===== src/rtl/prio_encoder8to3_hs_pkg.sv =====
// Shared types and helpers for the sequential priority encoder and its clear-mask decoder.
package prio_encoder8to3_hs_pkg;

    localparam int unsigned NUM_REQ_DEFAULT = 8;
    localparam int unsigned IDX_W_DEFAULT   = 3;

    typedef enum logic {
        IDLE = 1'b0,
        HOLD = 1'b1
    } state_t;

    // Ascending scan so the last (highest) set bit overwrites; returns 0 for an empty vector.
    function automatic logic [4:0] highest_set(input logic [31:0] v);
        logic [4:0] idx;
        idx = '0;
        for (int unsigned i = 0; i < 32; i++) begin
            if (v[i]) begin
                idx = i[4:0];
            end
        end
        return idx;
    endfunction

endpackage


===== src/rtl/prio_encoder8to3_hs_if.sv =====
// Request/grant handshake bundle between event sources, the encoder and the index consumer.
interface prio_encoder8to3_hs_if #(
    parameter int unsigned NUM_REQ = 8,
    parameter int unsigned IDX_W   = 3
);
    logic [NUM_REQ-1:0] in;
    logic               en;
    logic               ack;
    logic [IDX_W-1:0]   out;
    logic               valid;
    logic [NUM_REQ-1:0] pend;
    logic               any;

    modport master (
        output in, en, ack,
        input  out, valid, pend, any
    );

    modport slave (
        input  in, en, ack,
        output out, valid, pend, any
    );
endinterface


===== src/rtl/prio_encoder8to3_hs_onehot_dec.sv =====
// Binary-to-one-hot decoder with enable; all-zero output when disabled.
module onehot_dec #(
    parameter int unsigned IDX_W   = 3,
    parameter int unsigned NUM_REQ = 8
) (
    input  logic [IDX_W-1:0]   i_idx,
    input  logic               i_en,
    output logic [NUM_REQ-1:0] o_onehot
);
    always_comb begin
        o_onehot = '0;
        for (int unsigned i = 0; i < NUM_REQ; i++) begin
            o_onehot[i] = i_en && (i_idx == IDX_W'(i));
        end
    end
endmodule


===== src/rtl/prio_encoder8to3_hs.sv =====
// Sticky-pending fixed-priority encoder presenting the highest pending index on a valid/ack handshake.
module prio_encoder8to3_hs
    import prio_encoder8to3_hs_pkg::*;
#(
    parameter int unsigned NUM_REQ = NUM_REQ_DEFAULT,
    parameter int unsigned IDX_W   = IDX_W_DEFAULT
) (
    input  logic                  clk,
    input  logic                  rst,
    prio_encoder8to3_hs_if.slave  bus
);
    generate
        if (IDX_W != $clog2(NUM_REQ) || NUM_REQ < 2 || NUM_REQ > 32) begin : g_bad_params
            $error("prio_encoder8to3_hs: NUM_REQ must be a power of two in 2..32 with IDX_W == clog2(NUM_REQ)");
        end
    endgenerate

    state_t             r_state;
    logic [IDX_W-1:0]   r_out;
    logic               r_valid;
    logic [NUM_REQ-1:0] r_pend;

    state_t             w_state_next;
    logic [IDX_W-1:0]   w_out_next;
    logic               w_valid_next;
    logic [NUM_REQ-1:0] w_pend_next;
    logic [NUM_REQ-1:0] w_cap;
    logic [NUM_REQ-1:0] w_cand;
    logic [NUM_REQ-1:0] w_clr;
    logic               w_ack_take;

    assign w_cap      = bus.en ? bus.in : '0;
    assign w_cand     = r_pend | w_cap;
    assign w_ack_take = (r_state == HOLD) && bus.ack;

    onehot_dec #(
        .IDX_W   (IDX_W),
        .NUM_REQ (NUM_REQ)
    ) u_clr_dec (
        .i_idx    (r_out),
        .i_en     (w_ack_take),
        .o_onehot (w_clr)
    );

    always_ff @(posedge clk) begin
        if (rst) begin
            r_state <= IDLE;
            r_out   <= '0;
            r_valid <= 1'b0;
            r_pend  <= '0;
        end else begin
            r_state <= w_state_next;
            r_out   <= w_out_next;
            r_valid <= w_valid_next;
            r_pend  <= w_pend_next;
        end
    end

    always_comb begin
        w_state_next = r_state;
        w_out_next   = r_out;
        w_valid_next = r_valid;
        // Set applied after clear so a re-request of the acked bit stays pending.
        w_pend_next  = (r_pend & ~w_clr) | w_cap;
        case (r_state)
            IDLE: begin
                if (|w_cand) begin
                    w_out_next   = IDX_W'(highest_set(32'(w_cand)));
                    w_valid_next = 1'b1;
                    w_state_next = HOLD;
                end
            end
            HOLD: begin
                if (bus.ack) begin
                    w_valid_next = 1'b0;
                    w_state_next = IDLE;
                end
            end
            default: begin
                w_state_next = IDLE;
                w_valid_next = 1'b0;
            end
        endcase
    end

    assign bus.out   = r_out;
    assign bus.valid = r_valid;
    assign bus.pend  = r_pend;
    assign bus.any   = |r_pend;

endmodule

===== src/flat_wrapper.sv =====
// flat-port wrapper written by rule: the top's interface ports become plain ports
module prio_encoder8to3_hs_flat import prio_encoder8to3_hs_pkg::*;
#(
    parameter int unsigned NUM_REQ = NUM_REQ_DEFAULT,
    parameter int unsigned IDX_W   = IDX_W_DEFAULT
)
  (clk, rst, bus_in, bus_en, bus_ack, bus_out, bus_valid, bus_pend, bus_any);
  prio_encoder8to3_hs_if #(.NUM_REQ(NUM_REQ), .IDX_W(IDX_W)) bus_i ();
  input  logic clk;
  input  logic rst;
  input wire logic [$bits(bus_i.in)-1:0] bus_in;
  input wire logic [$bits(bus_i.en)-1:0] bus_en;
  input wire logic [$bits(bus_i.ack)-1:0] bus_ack;
  output wire logic [$bits(bus_i.out)-1:0] bus_out;
  output wire logic [$bits(bus_i.valid)-1:0] bus_valid;
  output wire logic [$bits(bus_i.pend)-1:0] bus_pend;
  output wire logic [$bits(bus_i.any)-1:0] bus_any;
  assign bus_i.in = bus_in;
  assign bus_i.en = bus_en;
  assign bus_i.ack = bus_ack;
  assign bus_out = bus_i.out;
  assign bus_valid = bus_i.valid;
  assign bus_pend = bus_i.pend;
  assign bus_any = bus_i.any;
  prio_encoder8to3_hs #(.NUM_REQ(NUM_REQ), .IDX_W(IDX_W)) u_core (.clk(clk), .rst(rst), .bus(bus_i));
endmodule

===== config.mk =====
export PLATFORM = sky130hd
export DESIGN_NAME = prio_encoder8to3_hs_flat
export DESIGN_NICKNAME = d
export VERILOG_FILES = /design/src/rtl/prio_encoder8to3_hs_pkg.sv /design/src/rtl/prio_encoder8to3_hs_if.sv /design/src/rtl/prio_encoder8to3_hs_onehot_dec.sv /design/src/rtl/prio_encoder8to3_hs.sv /design/src/flat_wrapper.sv
export SDC_FILE = /design/constraint.sdc
export NUM_CORES = 1
export LEC_CHECK = 0
export ABC_AREA = 0
export CAP_MARGIN = 25
export CORE_UTILIZATION = 46
export CTS_CLUSTER_DIAMETER = 120
export DETAILED_ROUTE_END_ITERATION = 8
export PLACE_DENSITY = 0.88
export SYNTH_ARGS = -nofsm -noshare
export SYNTH_HDL_FRONTEND = slang
export SYNTH_SLANG_ARGS = --single-unit

===== constraint.sdc =====
create_clock -name clk -period 3.33 [get_ports clk]
set_clock_uncertainty 0.05 [all_clocks]
set_input_delay 0.8325 -clock clk [delete_from_list [all_inputs] [get_ports clk]]
set_output_delay 0.8325 -clock clk [all_outputs]
set_load 0.005 [all_outputs]

# Word level (Yosys, flattened, before mapping)
# Cells that the tools add are included.
dict set report totals {
  reg_bits 13
  output_inout_bits 13
  elab_cells 46
}
dict set report op_classes {
  eq_ne 9
  n_mux 14
  n_bitwise 5
  n_reduce_logical 14
}
# op n
set ops {}
lappend ops {{8-bit OR} 2}
lappend ops {{8-bit OR reduction} 2}
lappend ops {{3-bit equality test, second input constant} 4}
lappend ops {{3-bit 2-to-1 mux} 4}
lappend ops {{1-bit logical AND} 9}
lappend ops {{8-bit AND} 1}
lappend ops {{8-bit 2-to-1 mux} 1}
lappend ops {{8-bit NOT} 1}
lappend ops {{3-bit by 2-bit equality test with 1-bit output, second input constant} 2}
lappend ops {{1-bit 2-to-1 mux} 5}
lappend ops {{2-bit 2-to-1 mux} 2}
lappend ops {{1-bit case mux with 2 select lines} 2}
lappend ops {{2-bit AND reduction} 2}
lappend ops {{3-bit by 1-bit equality test with 1-bit output, second input constant} 1}
lappend ops {{3-bit logical NOT} 1}
lappend ops {{2-bit by 1-bit != test with 1-bit output, second input constant} 1}
lappend ops {{2-bit != test, second input constant} 1}
lappend ops {{1-bit NOT} 1}

# Logic depth before layout (Yosys ltp)
# Gate-level depths: netlist of the first run.
dict set report depth {
  word_depth 9
  mapped_depth 6
  mapped_depth_nobuf 4
}

# Cells and area by module
# A second synthesis of the first run with hierarchy kept.
dict set report hier_totals {
  cells_unflattened 81
  hier_area_um2 805.8
}
# mod instances cells_per_inst area_per_inst_um2 seq_area_each_um2
set modules_own_cells {}
lappend modules_own_cells {prio_encoder8to3_hs 1 73 710.7 260.2}
lappend modules_own_cells {onehot_dec 1 8 95.1 0.0}

# Least setup slack after synthesis of the first run
# No wires, ideal clock.
dict set report synth_timing {
  path_kind {input to register}
  startpoint {input port bus_en}
  endpoint {register u_core.r_out[0], in the netlist u_core.bus.out[0]}
  setup_ps 96
  arrival_time_ps 1576
  required_time_ps 3184
  setup_slack_ps 1608
  stages 5
  cell_sequence {buf_6 -> a21o_1 -> a221oi_2 -> a221oi_1 -> o41ai_2}
}
dict set report synth_between {
  elab_chain_cells 9
  elab_cells_between_ends 11
  classes_between {mux: 8; bitwise: 1; reduce/logical: 2}
}
# element line
set synth_rtl {}
lappend synth_rtl {{start, declared} flat_wrapper.sv:12} ;# input wire logic [$bits(bus_i.en)-1:0] bus_en;
lappend synth_rtl {{8-bit 2-to-1 mux *} prio_encoder8to3_hs.sv:32} ;# assign w_cap = bus.en ? bus.in : '0;
lappend synth_rtl {{8-bit OR *} prio_encoder8to3_hs.sv:33} ;# assign w_cand = r_pend | w_cap;
lappend synth_rtl {{1-bit 2-to-1 mux} prio_encoder8to3_hs_pkg.sv:17} ;# if (v[i]) begin
lappend synth_rtl {{2-bit 2-to-1 mux (2 in a row)} prio_encoder8to3_hs_pkg.sv:17}
lappend synth_rtl {{3-bit 2-to-1 mux (4 in a row)} prio_encoder8to3_hs_pkg.sv:17}
lappend synth_rtl {{end signal, assigned} prio_encoder8to3_hs.sv:53} ;# r_out <= w_out_next;
lappend synth_rtl {{end, declared} prio_encoder8to3_hs.sv:19} ;# logic [IDX_W-1:0] r_out;
# Every way passes the cells marked *; elsewhere a longest branch is shown, timed or not.
# A chain may end at the register's enable or synchronous reset.

# Final worst setup path of the first run
dict set report layout_timing {
  startpoint {input port bus_en}
  endpoint {register u_core.r_out[1], in the netlist u_core.bus.out[1]}
}
dict set report layout_between {
  elab_chain_cells 8
  elab_cells_between_ends 10
  classes_between {mux: 7; bitwise: 1; reduce/logical: 2}
}
# element line
set layout_rtl {}
lappend layout_rtl {{8-bit 2-to-1 mux *} prio_encoder8to3_hs.sv:32}
lappend layout_rtl {{8-bit OR *} prio_encoder8to3_hs.sv:33}
lappend layout_rtl {{2-bit 2-to-1 mux (2 in a row)} prio_encoder8to3_hs_pkg.sv:17}
lappend layout_rtl {{3-bit 2-to-1 mux (4 in a row)} prio_encoder8to3_hs_pkg.sv:17}
# Marks and branches as above.

==> summary.json, run 1 <==
{
  "ys_dominant_reg_cell": {"value": "dfxtp_1"},
  "core.rowCount": {"value": 13},
  "share_of_final_layout_standard_cells_stronger_than_drive_strength_1": {"value": 8.04, "unit": "%"},
  "period_minus_slack": {"value": 2.49, "unit": "ns"},
  "timing.hold.worst.class": {"value": "reg -> reg"},
  "nNetsFinal": {"value": 125},
  "timing.slew.headroom": {"value": 58.4, "unit": "%"},
  "groute.usage.overall": {"value": 23.0, "unit": "%"},
  "post_cts_buffers": {"value": 0},
  "final-instance-count-excl-fill": {"value": 127},
  "setup-tns-final": {"value": 0, "unit": "ns"},
  "routed_wire_length_per_instance": {"value": 15.7, "unit": "microns"},
  "power.ir.vdd_worst": {"value": 0.226, "unit": "mV"},
  "cts-hold-fix-buffers": {"value": 0},
  "cp_data_required_time": {"value": 3.48, "unit": "ns"},
  "route.vias.total": {"value": 814},
  "ys_warn_count": {"value": 0},
  "cellPowerDensity": {"value": 404, "unit": "mW/mm^2"},
  "total_number_of_clock_tree_sinks": {"value": 13},
  "die-height": {"value": 41.6, "unit": "microns"},
  "source_to_sink_clock_delay_at_the_later_pin_of_the_worst_skew_pair": {"value": 0.27, "unit": "ns"},
  "crit_start": {"value": "bus_en"},
  "crit_reg_reg_startpoint": {"value": "u_core.bus.pend[6]$_SDFF_PP0_"},
  "drv_slew": {"value": 0},
  "synth-seq-area-share": {"value": 36.1, "unit": "%"},
  "clkSlewWorstSetupHoldPaths": {"value": 0.08, "unit": "ns"},
  "setup_viol_count_final": {"value": 0},
  "insertedDiodeCount": {"value": 0},
  "worst_slew_pin_slew": {"value": 0.623, "unit": "ns"},
  "drcViolationCount": {"value": 0},
  "grt_overflow": {"value": 0},
  "grt_antenna_before_repair": {"value": 0},
  "synth_top_cells_by_area": {"value": "dfxtp_1 36%, a21oi_1 7.6%, nand2_1 5.7%"},
  "synth_largest_area_cell": {"value": "dfxtp_1"},
  "mappedNetlistNets": {"value": 100},
  "grt_pass1_wl": {"value": 3130, "unit": "microns"},
  "arrival": {"value": 2.64, "unit": "ns"},
  "worst_setup_path_end_kind": {"value": "flip-flop"},
  "length_of_the_first_detailed_routing_pass_in_iterations": {"value": 5},
  "routed_wl": {"value": 2000, "unit": "microns"},
  "final_hold_violating_endpoints": {"value": 0},
  "syn_avg_cell_area": {"value": 8.19, "unit": "sq um"},
  "synthDominantCellAreaShare": {"value": 36.1, "unit": "%"},
  "floorplan.core_area": {"value": 0.00138, "unit": "sq mm"},
  "dr.first_iter.drc_count": {"value": 35},
  "post_drt_via_cell_ratio": {"value": 6.41},
  "min_period_over_period": {"value": 74.8, "unit": "%"},
  "layout-area-overhead-vs-synth": {"value": 35.2, "unit": "%"},
  "synth_edf_count": {"value": 0},
  "route.antenna.remaining_nets": {"value": 0},
  "place_congestion": {"value": 0.887},
  "numPortBuffers": {"value": 24},
  "mappedNetlistArea": {"value": 721, "unit": "sq um"},
  "dpl.cell_count": {"value": 123},
  "asyncSetResetFlopFracSynth": {"value": 0, "unit": "%"},
  "start_kind": {"value": "primary input"},
  "die-area": {"value": 0.00173, "unit": "sq mm"},
  "htreeDepth": {"value": 1},
  "whs": {"value": 0.450, "unit": "ns"},
  "clock.fmax": {"value": 401, "unit": "MHz"},
  "place_hpwl": {"value": 1480, "unit": "microns"},
  "first_global_vias": {"value": 675},
  "timing.critical_path.fanout_max": {"value": 20},
  "numCtsBuffers": {"value": 3},
  "maximum_number_of_pins_on_one_net_before_global_route_repair": {"value": 21},
  "postLayoutCoreUtil": {"value": 70.5, "unit": "%"},
  "clock-root-buffer": {"value": "clkbuf_4"},
  "detailed_place.area": {"value": 948, "unit": "sq um"},
  "synthesis.instances": {"value": 88},
  "max_cap_violations": {"value": 0},
  "tritoncts": {"value": "yes"},
  "rsz0062_at_grt": {"value": "no"},
  "status": {"value": "complete, no violations"},
  "crit_type": {"value": "in -> reg"},
  "initial_utilization": {"value": 52.1, "unit": "%"},
  "die_width": {"value": 41.6, "unit": "microns"},
  "post_synth_num_cell_types": {"value": 30},
  "final_cell_area": {"value": 975, "unit": "sq um"},
  "cts_resized": {"value": 0},
  "synth.ff_latch_count": {"value": 13},
  "max-clock-path-buffers": {"value": 2},
  "ios": {"value": 25},
  "cellLeakagePower": {"value": 0.359, "unit": "nW"},
  "hp-start": {"value": "u_core.bus.pend[0]$_SDFF_PP0_"}
}
[synth_stat cells, types with 2 or more instances]
cell type,n
o31ai_1,2
mux2i_1,2
nand4_1,3
a21oi_1,11
a21o_1,2
dfxtp_1,13
buf_6,2
nor2_1,7
o21ai_1,4
nand3_1,2
nand2b_1,2
o21ai_0,8
o21a_1,2
and4_4,2
nand2_1,11
[state kept, by name, summed over array words and instances (netlist names)]
name / count
u_core.bus.pend: 8
u_core.bus.valid: 1
u_core.r_state: 1
u_core.bus.out: 3
[per-layer routing]
| layer | track usage (%) | up-vias | share of wire [%] |
|---|---|---|---|
| li1 | - | 382 | - |
| met1 | 31.2 | 382 | 41 |
| met2 | 37.5 | 50 | 49 |
| met3 | 3.04 | 0 | 9.6 |
| met4 | 7.74 | 0 | 0 |
| met5 | 0 | - | 0 |
[power by group]
part | switching [mW] | internal, mW
Clock | 0.0516 | 0.0464
Combinational | 0.0474 | 0.0597
Sequential | 0.0201 | 0.169
[final timing paths]
path	endpoint	slack, ns	cells past startpoint
max	u_core.bus.out[1]$_SDFFE_PP0P_	0.84	5
min	u_core.bus.pend[0]$_SDFF_PP0_	0.45	2
max reg2reg	u_core.r_state$_SDFF_PP0_	1.98	4
min reg2reg	u_core.bus.pend[0]$_SDFF_PP0_	0.45	2
[kinds of logic after synthesis]
logic type,synth area share [%]
buffers and inverters,4.86
flip-flops,36.1
AO/OA/AOI/OAI,35.4
AND/OR/NAND/NOR,20.8
multiplexers,2.78
[cell type report]
class                      instances  area (sq um)
timing repair buffer              24           240
tap                               15          18.8
clock buffer                       4          26.3
fill                             107           408
sequential                        13           260
multi-input combinational         70           425
inverter                           1          3.75
[critical path, cell delays in order]
cell and delay, ns:
clkdlybuf4s50_1 0.87, o21ai_1 0.26, a2111oi_2 0.40, o21ai_0 0.12
mux2i_1 0.16
[through the flow]
step	setup slack, ns	power (mW)
after global routing	0.740	0.412
after CTS	0.889	0.396
final	0.839	0.394
after global placement	0.689	0.294
after detailed placement	0.630	0.297
after floorplan	1.61	0.242
[cells in the final DEF, fill, tap and decap left out, drive strengths merged, types with 3 or more instances in the layout]
cell type and n:
nand2 11, clkbuf 4, o21ai 12, dfxtp 13
nor2 7, nand4 3, clkdlybuf4s50 24, a21oi 12
Note: power is estimated with default switching activity, not from simulation.
==> run 2: changes to the inputs <==
Settings changed: CORE_ASPECT_RATIO set to 1.25, CORE_UTILIZATION 46 to 39, PLACE_DENSITY 0.88 to 0.8.
Clock period 3.33 ns to 2 ns, I/O delays scaled along.
==> run 2 against run 1 <==
Against the previous run: via count decreased by 1.2%; setup slack got worse by 0.80 ns; cell count increased by 7.1%; sequential cell count unchanged; critical path depth decreased by 2; sequential share of layout area decreased by 1.1 points; clock power increased by 79%; critical path type is now reg -> out; highest routed layer is now met4.
==> summary.json, run 2 (synthesis results as in run 1) <==
{
  "switching_share": {"value": 31.1, "unit": "%"},
  "dr.first_iter.drc_count": {"value": 30},
  "initial_utilization": {"value": 41.3, "unit": "%"},
  "max-clock-path-buffers": {"value": 2},
  "min_period_over_period": {"value": 97.9, "unit": "%"},
  "clkSlewWorstSetupHoldPaths": {"value": 0.08, "unit": "ns"},
  "netSwitchingPower": {"value": 0.211, "unit": "mW"},
  "layout_common_cells": {"value": "24 x clkdlybuf4s50_1, 11 x nand2_1, 11 x a21oi_1"},
  "pre_cts_slack": {"value": -0.0286, "unit": "ns"},
  "source_to_sink_clock_delay_at_the_later_pin_of_the_worst_skew_pair": {"value": 0.29, "unit": "ns"},
  "place_congestion": {"value": 0.935},
  "tritoncts": {"value": "yes"},
  "rsz0062_at_grt": {"value": "no"},
  "drv_slew": {"value": 0},
  "final_cell_area": {"value": 0.00103, "unit": "sq mm"},
  "total_number_of_clock_tree_sinks": {"value": 13},
  "crit_type": {"value": "reg -> out"},
  "numCtsBuffers": {"value": 3},
  "die_width": {"value": 40.5, "unit": "microns"},
  "status": {"value": "complete, no violations"},
  "grtUsageMet2": {"value": 36.8, "unit": "%"},
  "dpl.cell_count": {"value": 131},
  "length_of_the_first_detailed_routing_pass_in_iterations": {"value": 4},
  "timing.slew.headroom": {"value": 76.8, "unit": "%"},
  "die-area": {"value": 0.00202, "unit": "sq mm"},
  "comb_power_share": {"value": 27.6, "unit": "%"},
  "timing.hold.worst.class": {"value": "reg -> reg"},
  "nNetsFinal": {"value": 130},
  "setup-tns-final": {"value": 0, "unit": "ns"},
  "layout-area-overhead-vs-synth": {"value": 43.6, "unit": "%"},
  "route.antenna.remaining_nets": {"value": 0},
  "setup_viol_count_final": {"value": 0},
  "die-height": {"value": 50.1, "unit": "microns"},
  "core.rowCount": {"value": 17},
  "critical_path_slowest_stage_cell": {"value": "clkdlybuf4s50_1"},
  "final-instance-count-excl-fill": {"value": 136},
  "groute.usage.overall": {"value": 23.0, "unit": "%"},
  "maximum_number_of_pins_on_one_net_before_global_route_repair": {"value": 16},
  "insertedDiodeCount": {"value": 0},
  "met3_usage": {"value": 6.31, "unit": "%"},
  "power.sequential.fraction": {"value": 46.7, "unit": "%"},
  "cellLeakagePower": {"value": 0.387, "unit": "nW"},
  "grt_pass1_wl": {"value": 3130, "unit": "microns"},
  "first_global_vias": {"value": 726},
  "met1_grt_util": {"value": 24.6, "unit": "%"},
  "post-route-worst-setup-slack": {"value": 0.0422, "unit": "ns"},
  "numPortBuffers": {"value": 24},
  "worst_slew_pin_slew": {"value": 0.348, "unit": "ns"},
  "grt_antenna_before_repair": {"value": 0},
  "cellPowerDensity": {"value": 657, "unit": "mW/mm^2"},
  "final_hold_violating_endpoints": {"value": 0},
  "routed_wire_length_per_instance": {"value": 15.1, "unit": "microns"},
  "ios": {"value": 25},
  "place_hpwl": {"value": 1510, "unit": "microns"},
  "max_cap_violations": {"value": 0},
  "start_kind": {"value": "flip-flop"},
  "worst_setup_path_end_kind": {"value": "output pin"},
  "grt_overflow": {"value": 0},
  "arrival": {"value": 1.41, "unit": "ns"},
  "post_drt_via_cell_ratio": {"value": 5.91},
  "power_frac_clock": {"value": 25.7, "unit": "%"},
  "period_minus_slack": {"value": 1.96, "unit": "ns"},
  "timing.critical_path.fanout_max": {"value": 3},
  "clock.fmax": {"value": 511, "unit": "MHz"},
  "cp_data_required_time": {"value": 1.45, "unit": "ns"},
  "htreeDepth": {"value": 1},
  "buf_inv_on_cp": {"value": 1},
  "detailed_place.area": {"value": 983, "unit": "sq um"},
  "grt_most_used_layer": {"value": "met2"},
  "route.vias.total": {"value": 804},
  "routed_wl": {"value": 2050, "unit": "microns"},
  "drcViolationCount": {"value": 0},
  "share_of_final_layout_standard_cells_stronger_than_drive_strength_1": {"value": 17.9, "unit": "%"},
  "critical-path-max-stage-delay": {"value": 0.47, "unit": "ns"},
  "most_common_cell_after_layout_fill_and_taps_aside": {"value": "clkdlybuf4s50_1"},
  "post-layout-total-power": {"value": 0.680, "unit": "mW"},
  "worst_path_dominant_cell_family": {"value": "buffers and inverters"},
  "power.internal": {"value": 0.469, "unit": "mW"},
  "worstPathCellList": {"value": "nor2_2 -> nand4_1 -> clkdlybuf4s50_1"},
  "power.ir.vdd_worst": {"value": 0.513, "unit": "mV"},
  "fill_cells": {"value": 166},
  "floorplan.core_area": {"value": 0.00174, "unit": "sq mm"},
  "largest_register_ffs": {"value": 8},
  "clock-root-buffer": {"value": "clkbuf_4"}
}
[run 2: changes by cell type in the layout (fill, tap and decap cells not counted), sizes merged]
cell	change
buf	+5
[run 2: worst min-delay path, cell delays in order, from the launching register on]
cell     delay [ns]
dfxtp_2        0.36
o31ai_1        0.07
a21oi_1        0.06
[run 2: area by class of cell]
| class | count | area [sq um] | share of cell area [%] |
|---|---|---|---|
| multi-input cells | 70 | 438 | 42.3 |
| repair buffers | 29 | 278 | 26.8 |
| flip-flops and latches | 13 | 265 | 25.6 |
| clock buffers | 4 | 26.3 | 2.54 |
| well taps | 19 | 23.8 | 2.30 |
| inverters | 1 | 3.75 | 0.363 |
[run 2: final timing paths]
kind	slack, ns	end	from	cells past startpoint
worst min register to register	0.47	u_core.bus.pend[4]$_SDFF_PP0_	u_core.bus.pend[4]$_SDFF_PP0_	2
worst min-delay path	0.47	u_core.bus.pend[4]$_SDFF_PP0_	u_core.bus.pend[4]$_SDFF_PP0_	2
worst max register to register	0.69	u_core.bus.valid$_SDFFE_PP0P_	u_core.bus.pend[3]$_SDFF_PP0_	4
worst max-delay path	0.04	bus_any	u_core.bus.pend[0]$_SDFF_PP0_	3
[run 2: per-layer routing]
layer  wire length [microns]  part of all wire, %
met3                     102                  5.0
met1                     811                   40
met2                    1070                   52
met5                       0                    0
met4                      62                  3.0
[run 2: what timing repair did]
| item | CTS | global route |
|---|---|---|
| gates resized for setup | 2 | 6 |
| buffers inserted | 0 | 1 |
| pin swaps | 0 | 1 |
| endpoints found under the setup margin | 1 | 1 |
| hold buffers | 0 | 0 |
[run 2: through the flow]
stage / hold slack [ns] / util (%)
finish: 0.470 / 59.3
global route: 0.492 / 59.3
CTS: 0.473 / 58.2
detailed placement: 0.454 / 56.4
global placement: 0.442 / 56.4
floorplan: 0.427 / -
[run 2: power by group through the flow]
stage / clock network [mW] / registers [mW] / logic, mW
2_1_floorplan: 0 / 0.310 / 0.0941
3_3_place_gp: 0 / 0.319 / 0.177
3_5_place_dp: 0 / 0.319 / 0.179
4_1_cts: 0.174 / 0.314 / 0.183
5_1_grt: 0.186 / 0.321 / 0.204
6_report: 0.175 / 0.317 / 0.188
